<file path="config.mk">
export PLATFORM = sky130hd
export DESIGN_NAME = mem_arbiter
export DESIGN_NICKNAME = d
export VERILOG_FILES = /design/src/rtl/mem_arbiter_pkg.sv /design/src/rtl/mem_arb_pick.sv /design/src/rtl/mem_arbiter.sv
export SDC_FILE = /design/constraint.sdc
export NUM_CORES = 1
export LEC_CHECK = 0
export CELL_PAD_IN_SITES_DETAIL_PLACEMENT = 1
export CELL_PAD_IN_SITES_GLOBAL_PLACEMENT = 1
export CORE_AREA = 2 2 110 192
export CTS_CLUSTER_SIZE = 12
export DETAILED_ROUTE_END_ITERATION = 10
export DIE_AREA = 0 0 112 194
export GPL_ROUTABILITY_DRIVEN = 0
export PLACE_DENSITY = 0.82
export SLEW_MARGIN = 20
export SYNTH_ARGS = -nofsm -noshare
export SYNTH_HDL_FRONTEND = slang
export SYNTH_SLANG_ARGS = --single-unit
</file>
<file path="constraint.sdc">
create_clock -name clk -period 2.3 [get_ports clk]
set_input_delay 0.46 -clock clk [delete_from_list [all_inputs] [get_ports clk]]
set_output_delay 0.46 -clock clk [all_outputs]
set_load 0.01 [all_outputs]
</file>
<file path="src/rtl/mem_arbiter_pkg.sv">
// rtl/mem_arbiter_pkg.sv - shared encodings and defaults for the fetch/LSU memory arbiter
package mem_arbiter_pkg;

    typedef enum logic [1:0] {
        ST_IDLE = 2'd0,
        ST_REQ  = 2'd1,
        ST_WAIT = 2'd2,
        ST_RESP = 2'd3
    } state_t;

    typedef enum logic {
        OWN_IF = 1'b0,
        OWN_LS = 1'b1
    } owner_t;

    localparam int LS_MAX_STREAK_DEF = 4;

    localparam logic [3:0] BE_FULL = 4'b1111;

endpackage

</file>
<file path="src/rtl/mem_arb_pick.sv">
// rtl/mem_arb_pick.sv - owner selection with a starvation-bounding LSU streak counter
module mem_arb_pick
    import mem_arbiter_pkg::*;
#(
    parameter int LS_MAX_STREAK = LS_MAX_STREAK_DEF
) (
    input  logic   clk,
    input  logic   rst_n,
    input  logic   if_req,
    input  logic   ls_req,
    input  logic   arb_en,
    output logic   pick_valid,
    output owner_t pick_owner
);

    localparam int SW = $clog2(LS_MAX_STREAK + 2);

    logic [SW-1:0] streak;
    logic          streak_full;

    assign streak_full = (streak == SW'(LS_MAX_STREAK));
    assign pick_valid  = if_req | ls_req;

    // LSU has priority unless it has already starved a waiting fetch for the full streak
    always_comb begin
        pick_owner = OWN_IF;
        if (ls_req && !(if_req && streak_full)) begin
            pick_owner = OWN_LS;
        end
    end

    always_ff @(posedge clk or negedge rst_n) begin
        if (!rst_n) begin
            streak <= '0;
        end else if (arb_en && pick_valid) begin
            if (pick_owner == OWN_LS && if_req) begin
                if (!streak_full) begin
                    streak <= streak + SW'(1);
                end
            end else begin
                streak <= '0;
            end
        end
    end

endmodule

</file>
<file path="src/rtl/mem_arbiter.sv">
// rtl/mem_arbiter.sv - single-outstanding arbiter between instruction fetch and LSU onto one memory port
module mem_arbiter
    import mem_arbiter_pkg::*;
#(
    parameter int LS_MAX_STREAK = LS_MAX_STREAK_DEF
) (
    input  logic        clk,
    input  logic        rst_n,
    input  logic        if_req,
    input  logic [31:0] if_addr,
    output logic        if_gnt,
    output logic        if_rvalid,
    output logic [31:0] if_rdata,
    input  logic        ls_req,
    input  logic        ls_we,
    input  logic [31:0] ls_addr,
    input  logic [31:0] ls_wdata,
    input  logic [3:0]  ls_be,
    output logic        ls_gnt,
    output logic        ls_rvalid,
    output logic [31:0] ls_rdata,
    output logic        mem_req,
    output logic        mem_we,
    output logic [31:0] mem_addr,
    output logic [31:0] mem_wdata,
    output logic [3:0]  mem_be,
    input  logic        mem_gnt,
    input  logic        mem_rvalid,
    input  logic [31:0] mem_rdata
);

    state_t      state;
    owner_t      owner_q;
    owner_t      pick_owner;
    logic        pick_valid;
    logic        arb_en;
    logic [31:0] rdata_q;

    assign arb_en = (state == ST_IDLE);

    mem_arb_pick #(
        .LS_MAX_STREAK (LS_MAX_STREAK)
    ) u_pick (
        .clk        (clk),
        .rst_n      (rst_n),
        .if_req     (if_req),
        .ls_req     (ls_req),
        .arb_en     (arb_en),
        .pick_valid (pick_valid),
        .pick_owner (pick_owner)
    );

    // Grants are combinational so a request is acknowledged in the cycle it is seen
    assign if_gnt = arb_en && pick_valid && (pick_owner == OWN_IF);
    assign ls_gnt = arb_en && pick_valid && (pick_owner == OWN_LS);

    always_ff @(posedge clk or negedge rst_n) begin
        if (!rst_n) begin
            state     <= ST_IDLE;
            owner_q   <= OWN_IF;
            mem_req   <= 1'b0;
            mem_we    <= 1'b0;
            mem_addr  <= '0;
            mem_wdata <= '0;
            mem_be    <= '0;
            rdata_q   <= '0;
            if_rvalid <= 1'b0;
            ls_rvalid <= 1'b0;
            if_rdata  <= '0;
            ls_rdata  <= '0;
        end else begin
            if_rvalid <= 1'b0;
            ls_rvalid <= 1'b0;
            case (state)
                ST_IDLE: begin
                    if (pick_valid) begin
                        owner_q <= pick_owner;
                        mem_req <= 1'b1;
                        if (pick_owner == OWN_LS) begin
                            mem_we    <= ls_we;
                            mem_addr  <= ls_addr;
                            mem_wdata <= ls_wdata;
                            mem_be    <= ls_be;
                        end else begin
                            mem_we    <= 1'b0;
                            mem_addr  <= if_addr;
                            mem_wdata <= '0;
                            mem_be    <= BE_FULL;
                        end
                        state <= ST_REQ;
                    end
                end
                ST_REQ: begin
                    if (mem_gnt) begin
                        mem_req <= 1'b0;
                        if (mem_rvalid) begin
                            rdata_q <= mem_rdata;
                            state   <= ST_RESP;
                        end else begin
                            state <= ST_WAIT;
                        end
                    end
                end
                ST_WAIT: begin
                    if (mem_rvalid) begin
                        rdata_q <= mem_rdata;
                        state   <= ST_RESP;
                    end
                end
                ST_RESP: begin
                    // Response is registered here, so the owner sees rvalid the cycle after RESP
                    if (owner_q == OWN_LS) begin
                        ls_rvalid <= 1'b1;
                        ls_rdata  <= rdata_q;
                    end else begin
                        if_rvalid <= 1'b1;
                        if_rdata  <= rdata_q;
                    end
                    state <= ST_IDLE;
                end
                default: state <= ST_IDLE;
            endcase
        end
    end

endmodule

</file>
==> metrics.log <==
INFO  metric ys_types = 32
INFO  metric path_class = reg -> out
INFO  metric netlist_instances = about 450
INFO  metric synth_top_area_share = 0.642
INFO  metric fin_util = 0.521
INFO  metric globalRoute.totalOverflow = 0
INFO  metric post_route_cells_drive_above_1_share = 0.206
INFO  metric drtIter0Drc = about 210
INFO  metric required_arrival_time_at_the_worst_endpoint = ~1.8 ns
INFO  metric htreeDepth = 4
INFO  metric synth-edff-count = 0
INFO  metric flow.area_growth_from_synthesis = 55.3%
INFO  metric final_instance_count_excl_fillers = approximately 1,000
INFO  metric ctsLongestPathBuffers = 2
INFO  metric worstHoldPathType = in -> async
INFO  metric worstPathMaxFanout = 4
INFO  metric syn_area = just under 7000 µm²
INFO  metric hpwl = around 16,000 µm
INFO  metric fmax = 459 MHz
INFO  metric clock_sink_count = between 150 and 200
INFO  metric worst_skew_pair.late_latency = roughly 0.43 ns
INFO  metric vdd_drop_max = about 0.7 mV
INFO  metric synth_top_cell_by_area = sky130_fd_sc_hd__dfrtp_1
INFO  metric status = complete, no violations
INFO  metric layout.nets = 880
INFO  metric groute.usage.overall = 0.199
INFO  metric power.static_leakage = 4.48 nW
INFO  metric design_power_total = 14.9 mW
INFO  metric least_margin_pin_slew = approximately 0.73 ns
INFO  metric cts_tree = built
INFO  metric arrival = 1.72 ns
INFO  metric async_flop_share = 1.00
INFO  metric grt_setup_unrepaired = no
INFO  metric post-cts-setup-buffers = 0
INFO  metric grt_max_degree = ~70
INFO  metric path_delay_family = buffers and inverters
INFO  metric clk_root_buffer_cell = sky130_fd_sc_hd__clkbuf_16
INFO  metric finalClockSkew = 0.00655 ns
INFO  metric setup-tns-final = 0 ns
INFO  metric seq_area_frac_synth = 0.642
INFO  metric drtPass1Iterations = 4
INFO  metric timing.hold.ws = around 0.052 ns
INFO  metric slew-limit-headroom = 0.511
INFO  metric crit_slowest_cell = sky130_fd_sc_hd__dfrtp_1
INFO  metric critPathBufInv = 3
INFO  metric grt_pass1_wl = between 30,000 and 40,000 µm
INFO  metric port_buffers = between 200 and 300
INFO  metric synth_nets = 590
INFO  metric initial_utilization = 0.336
INFO  metric postSynthAreaPerCell = between 15 and 20 µm²
INFO  metric post_synth_main_area_contributors = sky130_fd_sc_hd__dfrtp_1 64%, sky130_fd_sc_hd__mux2_2 16%, sky130_fd_sc_hd__a221o_1 4.7%
INFO  metric longest_individual_stage_delay_on_the_worst_path = approximately 0.42 ns
INFO  metric period_utilisation_layout = 0.947
INFO  metric drv.max_cap_violation_count = 0
INFO  metric clk_transition_reported_paths = approximately 0.07 ns
INFO  metric hold_viol_final = 0
INFO  metric drt-total-wl = around 21,000 µm
INFO  metric max_slew_violation_count = 0
INFO  metric num-fill-cells = approximately 2,000
INFO  metric fp.dieH = between 150 and 200 µm
INFO  metric synth.top_cells.by_count = 174 x sky130_fd_sc_hd__dfrtp_1, 94 x sky130_fd_sc_hd__mux2_2, 33 x sky130_fd_sc_hd__a22o_1
INFO  metric die_extent_in_x = roughly 110 µm
INFO  metric cts_inserted_buffers = 17
INFO  metric postSynthRegisterBits = between 150 and 200
INFO  metric min_period = ~2.2 ns
INFO  metric drc_errors = 0
INFO  metric critPathLaunchType = flop
INFO  metric grt_antenna_before_repair = 2
INFO  metric ys.warnings.count = 0
INFO  metric post-synth-top-count-cell = sky130_fd_sc_hd__dfrtp_1
INFO  metric route.vias.total = ~5,000
INFO  metric setup_viol_count_final = 0
INFO  metric core_area = roughly 20,000 µm²
INFO  metric boundaryPins = roughly 280
INFO  metric rows = between 60 and 70
INFO  metric end_kind = primary output
INFO  metric power.density_cell_area = roughly 1400 nW/µm²
INFO  metric dp.cells = ~960
INFO  metric top_flip_flop_cell_by_instance_count_after_synthesis = sky130_fd_sc_hd__dfrtp_1
INFO  metric wl_per_cell = 21.3 µm
INFO  metric dieArea = approximately 22,000 µm²
INFO  metric grt_pass1_vias = between 5,000 and 6,000
INFO  metric via_per_inst = 5.00
INFO  metric critical_path_cell_sequence = inv_1 -> ha_2 -> nand3_2 -> inv_2 -> dlygate4sd2_1
INFO  metric final_antenna_net_count = 0
==> power breakdown <==
part	internal [mW]	total, mW	switching (mW)
clock network	1.75	2.98	1.22
logic	3.90	6.53	2.64
registers	4.55	5.44	0.888
==> per-stage QoR <==
step / instance area (µm²) / worst slack [ns]
global placement: 9930 / 0.0425
detailed placement: 9930 / 0.0232
CTS: 10500 / 0.0760
global route: 10500 / 0.0266
floorplan: 6780 / 0.518
finish: 10500 / 0.123
==> area by class of cell <==
| type | instances | area, µm² | area share |
|---|---|---|---|
| flip-flops and latches | 174 | 4350 | 0.413 |
| repair buffers | 299 | 3010 | 0.286 |
| multi-input cells | 236 | 2230 | 0.211 |
| clock buffers | 21 | 450 | 0.0428 |
| well taps | 248 | 310 | 0.0295 |
| clock inverters | 11 | 156 | 0.0148 |
| inverters | 7 | 26.3 | 0.00249 |
| diodes | 1 | 2.50 | 0.000238 |
==> layout by cell type, fill, tap and decap left out, types with 2 or more instances in the layout <==
cell type                           n
sky130_fd_sc_hd__clkinv_4           2
sky130_fd_sc_hd__clkbuf_16         17
sky130_fd_sc_hd__buf_12             6
sky130_fd_sc_hd__and2_1             4
sky130_fd_sc_hd__inv_1              6
sky130_fd_sc_hd__inv_6              3
sky130_fd_sc_hd__bufinv_16          3
sky130_fd_sc_hd__mux2_2            94
sky130_fd_sc_hd__a211oi_1           2
sky130_fd_sc_hd__clkdlybuf4s50_1  273
sky130_fd_sc_hd__o22a_1             4
sky130_fd_sc_hd__mux2_1             4
sky130_fd_sc_hd__nand2b_1           2
sky130_fd_sc_hd__o21ai_0            2
sky130_fd_sc_hd__nand2_1            7
sky130_fd_sc_hd__clkbuf_1           3
sky130_fd_sc_hd__a22o_1            33
sky130_fd_sc_hd__nor2_1             4
sky130_fd_sc_hd__buf_4             17
sky130_fd_sc_hd__dfrtp_1          174
sky130_fd_sc_hd__a221o_1           32
sky130_fd_sc_hd__dlygate4sd2_1      2
sky130_fd_sc_hd__clkinvlp_4         3
sky130_fd_sc_hd__ha_1               5
sky130_fd_sc_hd__and2_0            28
sky130_fd_sc_hd__o22ai_1            2
==> flip-flops by register name (all words and copies together), names as in the netlist <==
name	count
if_rdata	32
rdata_q	32
mem_addr	32
mem_be	4
owner_q	1
mem_we	1
ls_rvalid	1
state	2
mem_wdata	32
u_pick.streak	3
mem_req	1
if_rvalid	1
ls_rdata	32
==> repair_timing <==
action                                  CTS  global route
hold buffers                              0             0
endpoints found under the setup margin    2             0
gates resized for setup                   3             0
==> path summary, 6_finish.rpt <==
check,slack (ns),end,cells after the start,startpoint
min in group clk,0.49,mem_be[3],1,mem_be[3]
max in group asynchronous,1.61,mem_addr[3],2,rst_n
worst max-delay path,0.12,ls_gnt,5,state[0]
worst max register to register,0.32,mem_addr[20],6,state[0]
worst min-delay path,0.05,mem_wdata[7],1,rst_n
worst min register to register,0.49,mem_be[3],1,mem_be[3]
==> worst reg2reg max path: cells and delay by family (launching register included) <==
kind,cells,cell delay [ns]
buffers and inverters,3,0.79
and+or+nand+nor,1,0.13
AOI/OAI and AO/OA,1,0.33
adders and majority gates,1,0.24
DFF,1,0.42
==> logic make-up (layout without fill, tap and decap cells) <==
| group | after synthesis | in the layout | synth area share |
|---|---|---|---|
| fa+ha+maj | 6 | 6 | 0.0111 |
| compound gates | 81 | 81 | 0.108 |
| flops | 174 | 174 | 0.642 |
| buf+inv | 35 | 338 | 0.0326 |
| mux | 98 | 98 | 0.163 |
| other cells | 0 | 1 | 0 |
| simple gates | 51 | 51 | 0.0435 |
==> per-layer routing <==
metal	global-route usage	up-vias	wire, µm
met4	0.0736	2	434
met3	0.0594	27	1370
met1	0.209	2568	7430
li1	-	2204	-
met5	0	-	13
met2	0.371	188	12000
Power figures use the tool's default switching activity.
